`config.mk`:
```
export PLATFORM = sky130hd
export DESIGN_NAME = menu_countdown_ctrl
export DESIGN_NICKNAME = d
export VERILOG_FILES = /design/src/rtl/menu_countdown_ctrl_pkg.sv /design/src/rtl/menu_countdown_ctrl_step_prescaler.sv /design/src/rtl/menu_countdown_ctrl.sv
export SDC_FILE = /design/constraint.sdc
export NUM_CORES = 1
export LEC_CHECK = 0
export ABC_AREA = 1
export CAP_MARGIN = 20
export CORE_ASPECT_RATIO = 1.2
export CORE_UTILIZATION = 50
export DETAILED_ROUTE_END_ITERATION = 8
export PLACE_DENSITY = 0.68
export SLEW_MARGIN = 20
export SYNTH_ARGS = -nofsm -noshare
export SYNTH_HDL_FRONTEND = slang
export SYNTH_HIERARCHICAL = 1
export SYNTH_SLANG_ARGS = --single-unit
```
`constraint.sdc`:
```
create_clock -name clk -period 5.3 [get_ports clk]
set_clock_uncertainty 0.1 [all_clocks]
set_input_delay 1.06 -clock clk [delete_from_list [all_inputs] [get_ports clk]]
set_output_delay 1.06 -clock clk [all_outputs]
set_load 0.005 [all_outputs]
```
`src/rtl/menu_countdown_ctrl_pkg.sv`:
```
// Shared definitions for the menu/countdown sequencer and the screen renderers.
package menu_countdown_ctrl_pkg;

  typedef enum logic [1:0] {
    ST_IDLE      = 2'd0,
    ST_COUNTDOWN = 2'd1,
    ST_START     = 2'd2,
    ST_RUNNING   = 2'd3
  } state_t;

  localparam logic [2:0] COUNTDOWN_TOP = 3'd7;

  // Player slot indices into the ready-flag vector.
  localparam int unsigned RED    = 0;
  localparam int unsigned BLUE   = 1;
  localparam int unsigned GREEN  = 2;
  localparam int unsigned YELLOW = 3;

  // Number of set bits among the four player flags.
  function automatic logic [2:0] ready_count(input logic [3:0] flags);
    ready_count = {2'b00, flags[0]} + {2'b00, flags[1]}
                + {2'b00, flags[2]} + {2'b00, flags[3]};
  endfunction

endpackage

```
`src/rtl/menu_countdown_ctrl_step_prescaler.sv`:
```
// Divides clk down to a one-cycle step pulse every STEP_CYCLES cycles while run is high.
module step_prescaler #(
  parameter int unsigned STEP_CYCLES = 50_000_000
) (
  input  logic clk,
  input  logic rst,
  input  logic clear,
  input  logic run,
  output logic step
);

  localparam int unsigned W = $clog2(STEP_CYCLES);
  localparam logic [W-1:0] LAST = W'(STEP_CYCLES - 1);

  logic [W-1:0] count;

  // Count 0..STEP_CYCLES-1 while running, wrapping on the step.
  always_ff @(posedge clk) begin
    if (rst || clear) begin
      count <= '0;
    end else if (run) begin
      if (count == LAST) begin
        count <= '0;
      end else begin
        count <= count + 1'b1;
      end
    end
  end

  // Step fires on the last count of each period.
  always_comb begin
    step = run && (count == LAST);
  end

endmodule

```
`src/rtl/menu_countdown_ctrl.sv`:
```
// Menu sequencer: latches player joins, runs the 7..0 ring countdown, pulses
// game_start, and returns to the menu when the race reports game_over.
module menu_countdown_ctrl
  import menu_countdown_ctrl_pkg::*;
#(
  parameter int unsigned STEP_CYCLES = 50_000_000,
  parameter int unsigned MIN_PLAYERS = 1
) (
  input  logic       clk,
  input  logic       rst,
  input  logic       btn_red,
  input  logic       btn_blue,
  input  logic       btn_green,
  input  logic       btn_yellow,
  input  logic       game_over,
  output logic       red_ready_to_play,
  output logic       blue_ready_to_play,
  output logic       green_ready_to_play,
  output logic       yellow_ready_to_play,
  output logic [2:0] countdown,
  output logic       menu_active,
  output logic       game_start,
  output logic       in_game
);

  state_t     state;
  state_t     state_next;
  logic [3:0] btn;
  logic [3:0] btn_prev;
  logic [3:0] joins;
  logic [3:0] ready;
  logic [3:0] ready_with_joins;
  logic       enough_players;
  logic [2:0] countdown_q;
  logic       in_game_q;
  logic       step;

  // Gather the buttons into a vector indexed by player slot.
  always_comb begin
    btn         = '0;
    btn[RED]    = btn_red;
    btn[BLUE]   = btn_blue;
    btn[GREEN]  = btn_green;
    btn[YELLOW] = btn_yellow;
  end

  // Previous button levels; reset high so a button held through reset is not a join.
  always_ff @(posedge clk) begin
    if (rst) begin
      btn_prev <= '1;
    end else begin
      btn_prev <= btn;
    end
  end

  // Join edges and the ready count including this cycle's joins.
  always_comb begin
    joins            = btn & ~btn_prev;
    ready_with_joins = ready | joins;
    enough_players   = ready_count(ready_with_joins) >= 3'(MIN_PLAYERS);
  end

  step_prescaler #(
    .STEP_CYCLES(STEP_CYCLES)
  ) u_step_prescaler (
    .clk  (clk),
    .rst  (rst),
    .clear(state != ST_COUNTDOWN),
    .run  (state == ST_COUNTDOWN),
    .step (step)
  );

  // State register.
  always_ff @(posedge clk) begin
    if (rst) begin
      state <= ST_IDLE;
    end else begin
      state <= state_next;
    end
  end

  // Next-state logic.
  always_comb begin
    state_next = state;
    unique case (state)
      ST_IDLE: begin
        if (enough_players) state_next = ST_COUNTDOWN;
      end
      ST_COUNTDOWN: begin
        if (step && (countdown_q <= 3'd1)) state_next = ST_START;
      end
      ST_START: begin
        state_next = ST_RUNNING;
      end
      ST_RUNNING: begin
        if (game_over) state_next = ST_IDLE;
      end
      default: state_next = ST_IDLE;
    endcase
  end

  // Registered flags, countdown value and in_game.
  always_ff @(posedge clk) begin
    if (rst) begin
      ready       <= '0;
      countdown_q <= '0;
      in_game_q   <= 1'b0;
    end else begin
      unique case (state)
        ST_IDLE: begin
          ready <= ready_with_joins;
          if (enough_players) countdown_q <= COUNTDOWN_TOP;
        end
        ST_COUNTDOWN: begin
          ready <= ready_with_joins;
          if (step) begin
            countdown_q <= (countdown_q > 3'd1) ? countdown_q - 3'd1 : '0;
          end
        end
        ST_START: begin
          countdown_q <= '0;
        end
        ST_RUNNING: begin
          if (game_over) begin
            ready       <= '0;
            countdown_q <= '0;
          end
        end
        default: begin
          ready       <= '0;
          countdown_q <= '0;
        end
      endcase
      in_game_q <= (state_next == ST_RUNNING);
    end
  end

  // Outputs decoded from the registered state only.
  always_comb begin
    menu_active          = (state == ST_IDLE) || (state == ST_COUNTDOWN);
    game_start           = (state == ST_START);
    in_game              = in_game_q;
    countdown            = countdown_q;
    red_ready_to_play    = ready[RED];
    blue_ready_to_play   = ready[BLUE];
    green_ready_to_play  = ready[GREEN];
    yellow_ready_to_play = ready[YELLOW];
  end

endmodule
```
==> flow_summary.yaml, run 1 <==
outcome:
  status: "finished, final reports clean"
synth:
  ys_warn_count: 6
  syn_area_um2: 2310
  netlist_top_cells_count: "80 x nand2_1, 63 x nor2_1, 43 x inv_1"
  synthCells: 341
  yosys-top-cells-area: "dfxtp_1 35%, nand2_1 13%, nor2_1 10%, inv_1 7.0%, nand3_1 6.9%"
  synth.avg_cell_area_um2: 6.77
  yosys.area.top_type: "dfxtp_1"
  synthMostInstantiatedCell: "nand2_1"
  ys_types: 33
  syn_nets: 356
  async_flop_share_pct: 0
  synth-edff-count: 0
  ys_seq_area_share_pct: 34.7
  synth_seq_cells: 40
  synth-main-ff-cell: "dfxtp_1"
  synth_top_area_share_pct: 34.7
place:
  place_ws_ns: 1.76
  portBuffers: 16
  dp_hpwl_um: 3760
  gp_congestion: 0.867
clock_network:
  cts.sinks: 40
  cts_resized: 0
  htreeDepth: 2
  path_clk_slew_ns: 0.08
  clk_latency_ns: 0.29
  cts_setup_buffers: 0
  hold_buffers: 0
  clockBufferDepth: 2
  cts_buffers: 5
  ctsRootBufferMaster: "clkbuf_8"
  tritoncts: "built"
setup_path:
  critPathTopFamily: "adder cells"
  crit_top_cell: "inv_1"
  crit_slowest_cell: "fa_1"
  crit_required_ns: 5.43
  critPathKind: "in -> reg"
  endpoint_kind: "register"
  crit_buf_inv: 4
  start_kind: "input pin"
  cp.arrival_ns: 3.32
  worstPathCellList: "clkdlybuf4s50_1 -> inv_1 -> o21ai_0 -> fa_1 -> ha_1 -> inv_1 -> ha_1 -> inv_1 -> nand3b_1 -> nand2_4 -> nand2_4 -> nand2_1 -> nand2_1 -> nor2_1"
  path_max_fanout: 5
  slowest_delay_ns: 0.48
die:
  num_io_pins: 17
  fp.dieW_um: 64.0
  die_y_um: 76.5
  num_rows: 26
  fp.dieArea_um2: 4900
  core-area_um2: 4360
  start_util_pct: 53.0
route:
  vias_per_cell: 4.89
  wl_per_cell_um: 11.5
  drt_pass1_iterations: 4
  drt-initial-drc-count: 76
  detail-route-antenna-nets: 0
  routed-via-count: 2043
  drc: 0
  finalWirelength_um: 4800
cells_and_area:
  area_growth_syn_to_layout_pct: 12.7
  nets: 376
  diodes: 0
  drive_above_1_share_pct: 11.6
global_routing:
  antenna_found_initial: 0
  grt_pass1_wl_um: 8680
  grt_max_degree: 15
  grt_use_total_pct: 22.7
  overflow: 0
  grt_pass1_vias: 1972
flow_run:
  maxCapViolCount: 0
sta:
  slew_viol_final: 0
  setup_slack_ns: 2.11
  grt_setup_unrepaired: "no"
  period_needed_ns: 3.19
  fmax_mhz: 313
  hold_viol: 0
  fin_crit_sh_pct: 60.2
  max-slew-margin-rel_pct: 53.4
  worstMarginPinSlew_ns: 0.698
  setup_viol: 0
  tns_ns: 0
power:
  power_density_nw_per_um2: 279
  irDropWorstVdd_mv: 0.242
  p_leak_nw: 1.01
worst_hold_path:
  min_path_type: "reg -> reg"
per-stage QoR:
| stage | instance area, um^2 | total power [W] | std cells | util (%) | hold slack [ns] |
|---|---|---|---|---|---|
| 2_1_floorplan | 2310 | 0.000471 | 341 | - | 0.355 |
| 3_3_place_gp | 2510 | 0.000521 | 410 | 57.7 | 0.378 |
| 3_5_place_dp | 2510 | 0.000525 | 410 | 57.7 | 0.389 |
| 4_1_cts | 2600 | 0.000735 | 418 | 59.7 | 0.407 |
| 5_1_grt | 2600 | 0.000777 | 418 | 59.7 | 0.440 |
| 6_report | 2600 | 0.000727 | 418 | 59.7 | 0.398 |
power breakdown:
part	switching [W]	leakage, nW	internal (W)
Clock	0.000104	0.0455	0.000106
Sequential	0.0000134	0.326	0.000317
Combinational	0.000110	0.639	0.0000763
Total	0.000227	1.01	0.000500
final timing paths:
path                            slack [ns]           end  cells after the start      from
worst max-delay path                  2.11  countdown[2]                     14  btn_blue
worst min-delay path                  0.40      ready[1]                      2  ready[1]
worst max register to register        2.94  countdown[2]                     14  state[0]
worst min register to register        0.40      ready[1]                      2  ready[1]
metal layers:
metal	vias up	share of wire, %	GRT usage (%)
met3	10	3.0	5.69
met5	-	0	0
met2	26	50	39.4
met1	916	45	26.1
li1	1091	-	-
met4	0	2.1	8.86
layout by cell type (no fill, tap or decap), types with 5 or more instances in the layout:
master,n
ha_1,7
clkdlybuf4s50_1,16
inv_1,43
dfxtp_1,40
xor2_1,5
nor2_2,13
a21oi_1,7
nor2_1,63
nand3_1,32
nand2_2,6
nand2_1,80
clkbuf_8,6
xnor2_1,5
o21ai_0,5
registers in the layout, summed over array words and instances, names as in the netlist:
register and cells:
btn_prev 4, in_game 1, u_step_prescaler/count 26, state 2
countdown 3, ready 4
tightest hold or removal path, stage by stage, from the launching register on:
cell and delay, ns:
dfxtp_1 0.31, inv_1 0.05, o21ai_0 0.08
kinds of logic (layout without fill, tap and decap cells):
group	after synthesis	in the layout	share of synthesized area, %
AND/OR/NAND/NOR	215	215	43.0
XOR/XNOR	10	10	3.79
flip-flops	40	40	34.7
buffers and inverters	51	72	9.10
adder cells (fa/ha/maj)	8	8	4.66
multiplexers	1	1	0.433
AO/OA/AOI/OAI	16	16	4.39
layout make-up:
cell class	instances	area, um^2
clock buffers	8	90.1
multi-input cells	250	1300
inverters	48	184
repair buffers	16	160
flip-flops and latches	40	801
fillers	438	1760
well taps	56	70.1
No activity file was read; power rests on OpenSTA's default activity.
==> run 2, diff against run 1 <==
--- a/config.mk
+++ b/config.mk
@@ -10,7 +10,7 @@
 export CORE_ASPECT_RATIO = 1.2
 export CORE_UTILIZATION = 50
 export DETAILED_ROUTE_END_ITERATION = 8
-export PLACE_DENSITY = 0.68
+export PLACE_DENSITY = 0.7
 export SLEW_MARGIN = 20
 export SYNTH_ARGS = -nofsm -noshare
 export SYNTH_HDL_FRONTEND = slang
==> constraint.sdc (replaced) <==
create_clock -name clk -period 2.88 [get_ports clk]
set_clock_uncertainty 0.1 [all_clocks]
set_input_delay 0.576 -clock clk [delete_from_list [all_inputs] [get_ports clk]]
set_output_delay 0.576 -clock clk [all_outputs]
set_load 0.005 [all_outputs]
==> run 2 against run 1 <==
Net effect:
- non-clock buffer count rose by 3
- final cell count rose by 0.48%
- global-route usage fell by 0.19 points
- register-to-register slack got worse by 2.4 ns
- count of clock-buffer cells in the layout fell by 1
- wire length rose by 1.7%
- combinational power rose by 91%
- first-iteration DRC count rose by 38%
- clock power rose by 90%
- critical path depth rose by 1
- critical path type unchanged
==> flow_summary.yaml, run 2 (same netlist as run 1, synthesis figures left out) <==
outcome:
  status: "finished, final reports clean"
power:
  power_density_nw_per_um2: 518
  irDropWorstVdd_mv: 0.369
  p_leak_nw: 1.03
  swShare_pct: 30.6
  internal_power_w: 0.000946
  comb_power_share_pct: 26.1
  p_seq_share_pct: 44.7
  p_clk_share_pct: 29.3
  p_switching_w: 0.000418
route:
  detail-route-antenna-nets: 0
  vias_per_cell: 5.05
  drt_pass1_iterations: 4
  finalWirelength_um: 4880
  routed-via-count: 2122
  drt-initial-drc-count: 105
  wl_per_cell_um: 11.6
  drc: 0
cells_and_area:
  fin_area_um2: 2640
  drive_above_1_share_pct: 12.9
  diodes: 0
  top_regs: "u_step_prescaler/count: 26 flops, btn_prev: 4 flops, ready: 4 flops"
  multi_input_area_um2: 1300
  final.fill_count: 430
  seq_area_um2: 801
  layout_common_cells: "80 x nand2_1, 63 x nor2_1, 43 x inv_1, 40 x dfxtp_1, 32 x nand3_1"
  regMostFlops: "u_step_prescaler/count"
  nets: 379
  final_common_cell: "nand2_1"
  largest_reg_flops: 26
  area_growth_syn_to_layout_pct: 14.1
  final_util_pct: 60.4
die:
  core-area_um2: 4360
  num_rows: 26
  start_util_pct: 53.0
  die_y_um: 76.5
  num_io_pins: 17
  fp.dieArea_um2: 4900
  fp.dieW_um: 64.0
sta:
  slew_viol_final: 0
  fin_hold_ws_ns: 0.396
  fmax_mhz: 373
  grt_setup_unrepaired: "no"
  setup_viol: 0
  max-slew-margin-rel_pct: 68.8
  hold_viol: 0
  period_needed_ns: 2.68
  tns_ns: 0
  fin_crit_sh_pct: 93.0
  setup_slack_ns: 0.200
  worstMarginPinSlew_ns: 0.467
setup_path:
  cp.arrival_ns: 2.80
  crit_slowest_cell: "fa_1"
  worstPathCellList: "clkdlybuf4s50_1 -> inv_1 -> o21ai_0 -> buf_4 -> fa_1 -> ha_2 -> inv_1 -> ha_1 -> inv_1 -> nand3b_1 -> nand2_4 -> nand2_4 -> nand2_1 -> nand2_1 -> nor2_1"
  start_kind: "input pin"
  endpoint_kind: "register"
  crit_top_cell: "inv_1"
  rr_worst_depth: 14
  path_max_fanout: 5
  critPathKind: "in -> reg"
  reg2reg_from: "ready[1]"
  critPathTopFamily: "adder cells"
  r2r_slack_ns: 0.58
  slowest_delay_ns: 0.51
  crit_buf_inv: 5
  r2r_end: "countdown[2]"
  crit_required_ns: 3.00
global_routing:
  grt_use_total_pct: 22.5
  grt_use_met3_pct: 4.64
  grt_pass1_vias: 1990
  overflow: 0
  grt_pass1_wl_um: 8510
  antenna_found_initial: 0
  use_met2_pct: 40.2
  busiest_layer: "met2"
  grt_max_degree: 15
  grtUsageMet1_pct: 24.5
place:
  portBuffers: 16
  gp_congestion: 0.856
  place_ws_ns: -0.145
  dp_hpwl_um: 3780
  placed_cell_area_um2: 2540
clock_network:
  path_clk_slew_ns: 0.07
  cts_buffers: 5
  clk_latency_ns: 0.29
  tritoncts: "built"
  ctsRootBufferMaster: "clkbuf_8"
  htreeDepth: 2
  clockBufferDepth: 2
  cts.sinks: 40
worst_hold_path:
  whs_path_depth: 1
  worst_hold_path.endpoint: "u_step_prescaler/count[6]"
  min_from: "u_step_prescaler/count[6]"
  min_path_type: "reg -> reg"
flow_run:
  maxCapViolCount: 0
-- run 2: cell types whose count changed in the layout (fill, tap and decap cells not counted), sizes merged --
cell    previous run  this run
clkbuf             8         7
buf                0         3
-- run 2: what timing repair did --
action / CTS / global route
setup buffers: 0 / 0
hold buffers: 0 / 0
endpoints found under the setup margin: 0 / 1
resized for setup: 0 / 1
endpoints found under the hold margin: 0 / 0
-- run 2: layer usage --
metal | vias up | wire, um
li1 | 1103 | -
met1 | 952 | 2050
met2 | 51 | 2480
met3 | 16 | 181
met4 | 0 | 161
met5 | - | 0
-- run 2: worst register-to-register path: stages (launching register included) --
cell,delay (ns)
dfxtp_1,0.31
inv_1,0.06
o21ai_0,0.07
buf_4,0.14
fa_1,0.51
ha_2,0.18
inv_1,0.04
ha_1,0.26
inv_1,0.05
nand3b_1,0.12
nand2_4,0.12
nand2_4,0.06
nand2_1,0.05
nand2_1,0.04
nor2_1,0.12
-- run 2: how the worst max path moves through the flow --
stage | from | end | cells after the start
2_1_floorplan | btn_blue | countdown[0] | 12
3_3_place_gp | btn_blue | countdown[0] | 14
3_5_place_dp | btn_blue | countdown[2] | 15
4_1_cts | btn_blue | countdown[2] | 15
5_1_grt | btn_blue | countdown[2] | 15
6_report | btn_blue | countdown[2] | 15
-- run 2: power by group through the flow --
stage / logic [W] / clock network (W) / registers (W)
after floorplan: 0.000247 / 0 / 0.000619
after global placement: 0.000346 / 0 / 0.000622
after detailed placement: 0.000356 / 0 / 0.000621
after CTS: 0.000358 / 0.000413 / 0.000609
after global routing: 0.000404 / 0.000445 / 0.000614
final: 0.000355 / 0.000399 / 0.000609
-- run 2: through the flow --
| stage | power, W | instances |
|---|---|---|
| final | 0.00136 | 420 |
| after global routing | 0.00146 | 420 |
| after CTS | 0.00138 | 420 |
| after detailed placement | 0.000976 | 413 |
| after global placement | 0.000967 | 413 |
| after floorplan | 0.000866 | 341 |
-- run 2: cell type report --
type,instances,share of cell area [%]
well taps,56,2.66
repair buffers,19,6.93
flip-flops and latches,40,30.4
multi-input cells,250,49.4
clock buffers,7,3.66
inverters,48,6.98
==> run 3, diff against run 2 <==
==> constraint.sdc (replaced) <==
create_clock -name clk -period 2.88 [get_ports clk]
set_clock_uncertainty 0.1 [all_clocks]
set_input_delay 0.576 -clock clk [delete_from_list [all_inputs] [get_ports clk]]
set_output_delay 0.576 -clock clk [all_outputs]
set_load 0.1 [all_outputs]
==> run 3 against run 2 <==
Net effect:
- first-iteration DRC count grew 32%
- core utilization decreased by 1.2 points
- hold slack improved by 0.0057 ns
- non-clock buffer count is the same
- count of clock-buffer cells in the layout decreased by 2
- cell area decreased by 2.0%
- critical path depth is 1 lower
- power up 5.8%
- critical path type unchanged
- critical endpoint is now countdown[1]
==> flow_summary.yaml, run 3 (same netlist as run 1, synthesis figures left out) <==
outcome:
  status: "finished, final reports clean"
global_routing:
  grt_max_degree: 15
  grt_pass1_wl_um: 9070
  overflow: 0
  grt_use_total_pct: 23.5
  antenna_found_initial: 0
  grt_pass1_vias: 2142
cells_and_area:
  fin_area_um2: 2580
  layout_common_cells: "80 x nand2_1, 62 x nor2_1, 43 x inv_1, 40 x dfxtp_1, 32 x nand3_1"
  diodes: 0
  drive_above_1_share_pct: 15.2
  seq_area_um2: 801
  largest_reg_flops: 26
  top_regs: "u_step_prescaler/count: 26 flops, btn_prev: 4 flops, ready: 4 flops"
  multi_input_area_um2: 1300
  regMostFlops: "u_step_prescaler/count"
  area_growth_syn_to_layout_pct: 11.8
  final_common_cell: "nand2_1"
  final.fill_count: 440
  nets: 379
clock_network:
  clk_latency_ns: 0.29
  cts.sinks: 40
  hold_buffers: 0
  cts_setup_buffers: 0
  ctsRootBufferMaster: "clkbuf_8"
  htreeDepth: 2
  cts_resized: 0
  tritoncts: "built"
  path_clk_slew_ns: 0.07
  cts_buffers: 5
  clockBufferDepth: 2
die:
  start_util_pct: 53.0
  num_rows: 26
  die_y_um: 76.5
  core-area_um2: 4360
  num_io_pins: 17
  fp.dieArea_um2: 4900
  fp.dieW_um: 64.0
sta:
  fmax_mhz: 373
  tns_ns: 0
  hold_viol: 0
  grt_setup_unrepaired: "no"
  fin_crit_sh_pct: 93.0
  slew_viol_final: 0
  setup_viol: 0
  max-slew-margin-rel_pct: 66.7
  worstMarginPinSlew_ns: 0.498
  period_needed_ns: 2.68
setup_path:
  path_max_fanout: 5
  critPathKind: "in -> reg"
  r2r_slack_ns: 0.60
  rr_worst_depth: 13
  endpoint_kind: "register"
  crit_required_ns: 2.97
  start_kind: "input pin"
  cp.arrival_ns: 2.76
flow_run:
  maxCapViolCount: 0
power:
  p_seq_share_pct: 42.2
  internal_power_w: 0.000881
  power_density_nw_per_um2: 559
  p_leak_nw: 1.03
  swShare_pct: 39.0
  irDropWorstVdd_mv: 0.596
  p_clk_share_pct: 23.2
  p_switching_w: 0.000563
  comb_power_share_pct: 34.6
route:
  detail-route-antenna-nets: 0
  wl_per_cell_um: 11.7
  vias_per_cell: 4.99
  routed-via-count: 2087
  drt_pass1_iterations: 4
  drt-initial-drc-count: 139
  finalWirelength_um: 4870
  drc: 0
place:
  portBuffers: 16
  dp_hpwl_um: 3800
  gp_congestion: 0.870
  placed_cell_area_um2: 2510
worst_hold_path:
  min_path_type: "reg -> reg"
  whs_path_depth: 2
## run 3: final timing paths
path	from	endpoint
max	btn_blue	countdown[1]
min reg2reg	ready[2]	ready[2]
max reg2reg	ready[1]	countdown[1]
min	ready[2]	ready[2]
## run 3: cell type report
class,count,share of cell area (%)
flip-flops and latches,40,31.0
multi-input cells,250,50.4
well taps,56,2.71
clock buffers,5,2.66
inverters,48,7.12
repair buffers,19,6.10
## run 3: per-layer routing
layer  vias to the layer above  global-route usage (%)  part of all wire (%)
li1                       1103                       -                     -
met1                       918                    24.6                    42
met4                         0                    13.6                   3.6
met3                        18                    4.94                   4.1
met5                         -                       0                     0
met2                        48                    42.2                    50
## run 3: metrics by stage
step	util, %	hold WS [ns]	power [W]	std cells	worst slack (ns)
floorplan	-	0.355	0.00102	341	0.0778
global placement	57.6	0.382	0.00112	413	-0.0540
detailed placement	57.6	0.394	0.00113	413	-0.133
CTS	59.2	0.410	0.00146	418	0.192
global route	59.2	0.432	0.00154	418	0.0281
finish	59.2	0.402	0.00144	418	0.203
## run 3: power groups by stage
stage	registers, W	clock network [W]	logic [W]
2_1_floorplan	0.000775	0	0.000248
3_3_place_gp	0.000622	0	0.000495
3_5_place_dp	0.000621	0	0.000505
4_1_cts	0.000609	0.000347	0.000506
5_1_grt	0.000616	0.000374	0.000554
6_report	0.000609	0.000334	0.000500
## run 3: critical path, cell delays in order
cell and delay, ns:
clkdlybuf4s50_1 0.45, inv_1 0.04, o21ai_0 0.14, buf_4 0.14
fa_1 0.42, ha_1 0.23, inv_1 0.06, ha_1 0.21
inv_1 0.05, nand3b_1 0.11, nand2_4 0.11, nand2_4 0.06
nor2_1 0.11, nor2_1 0.05
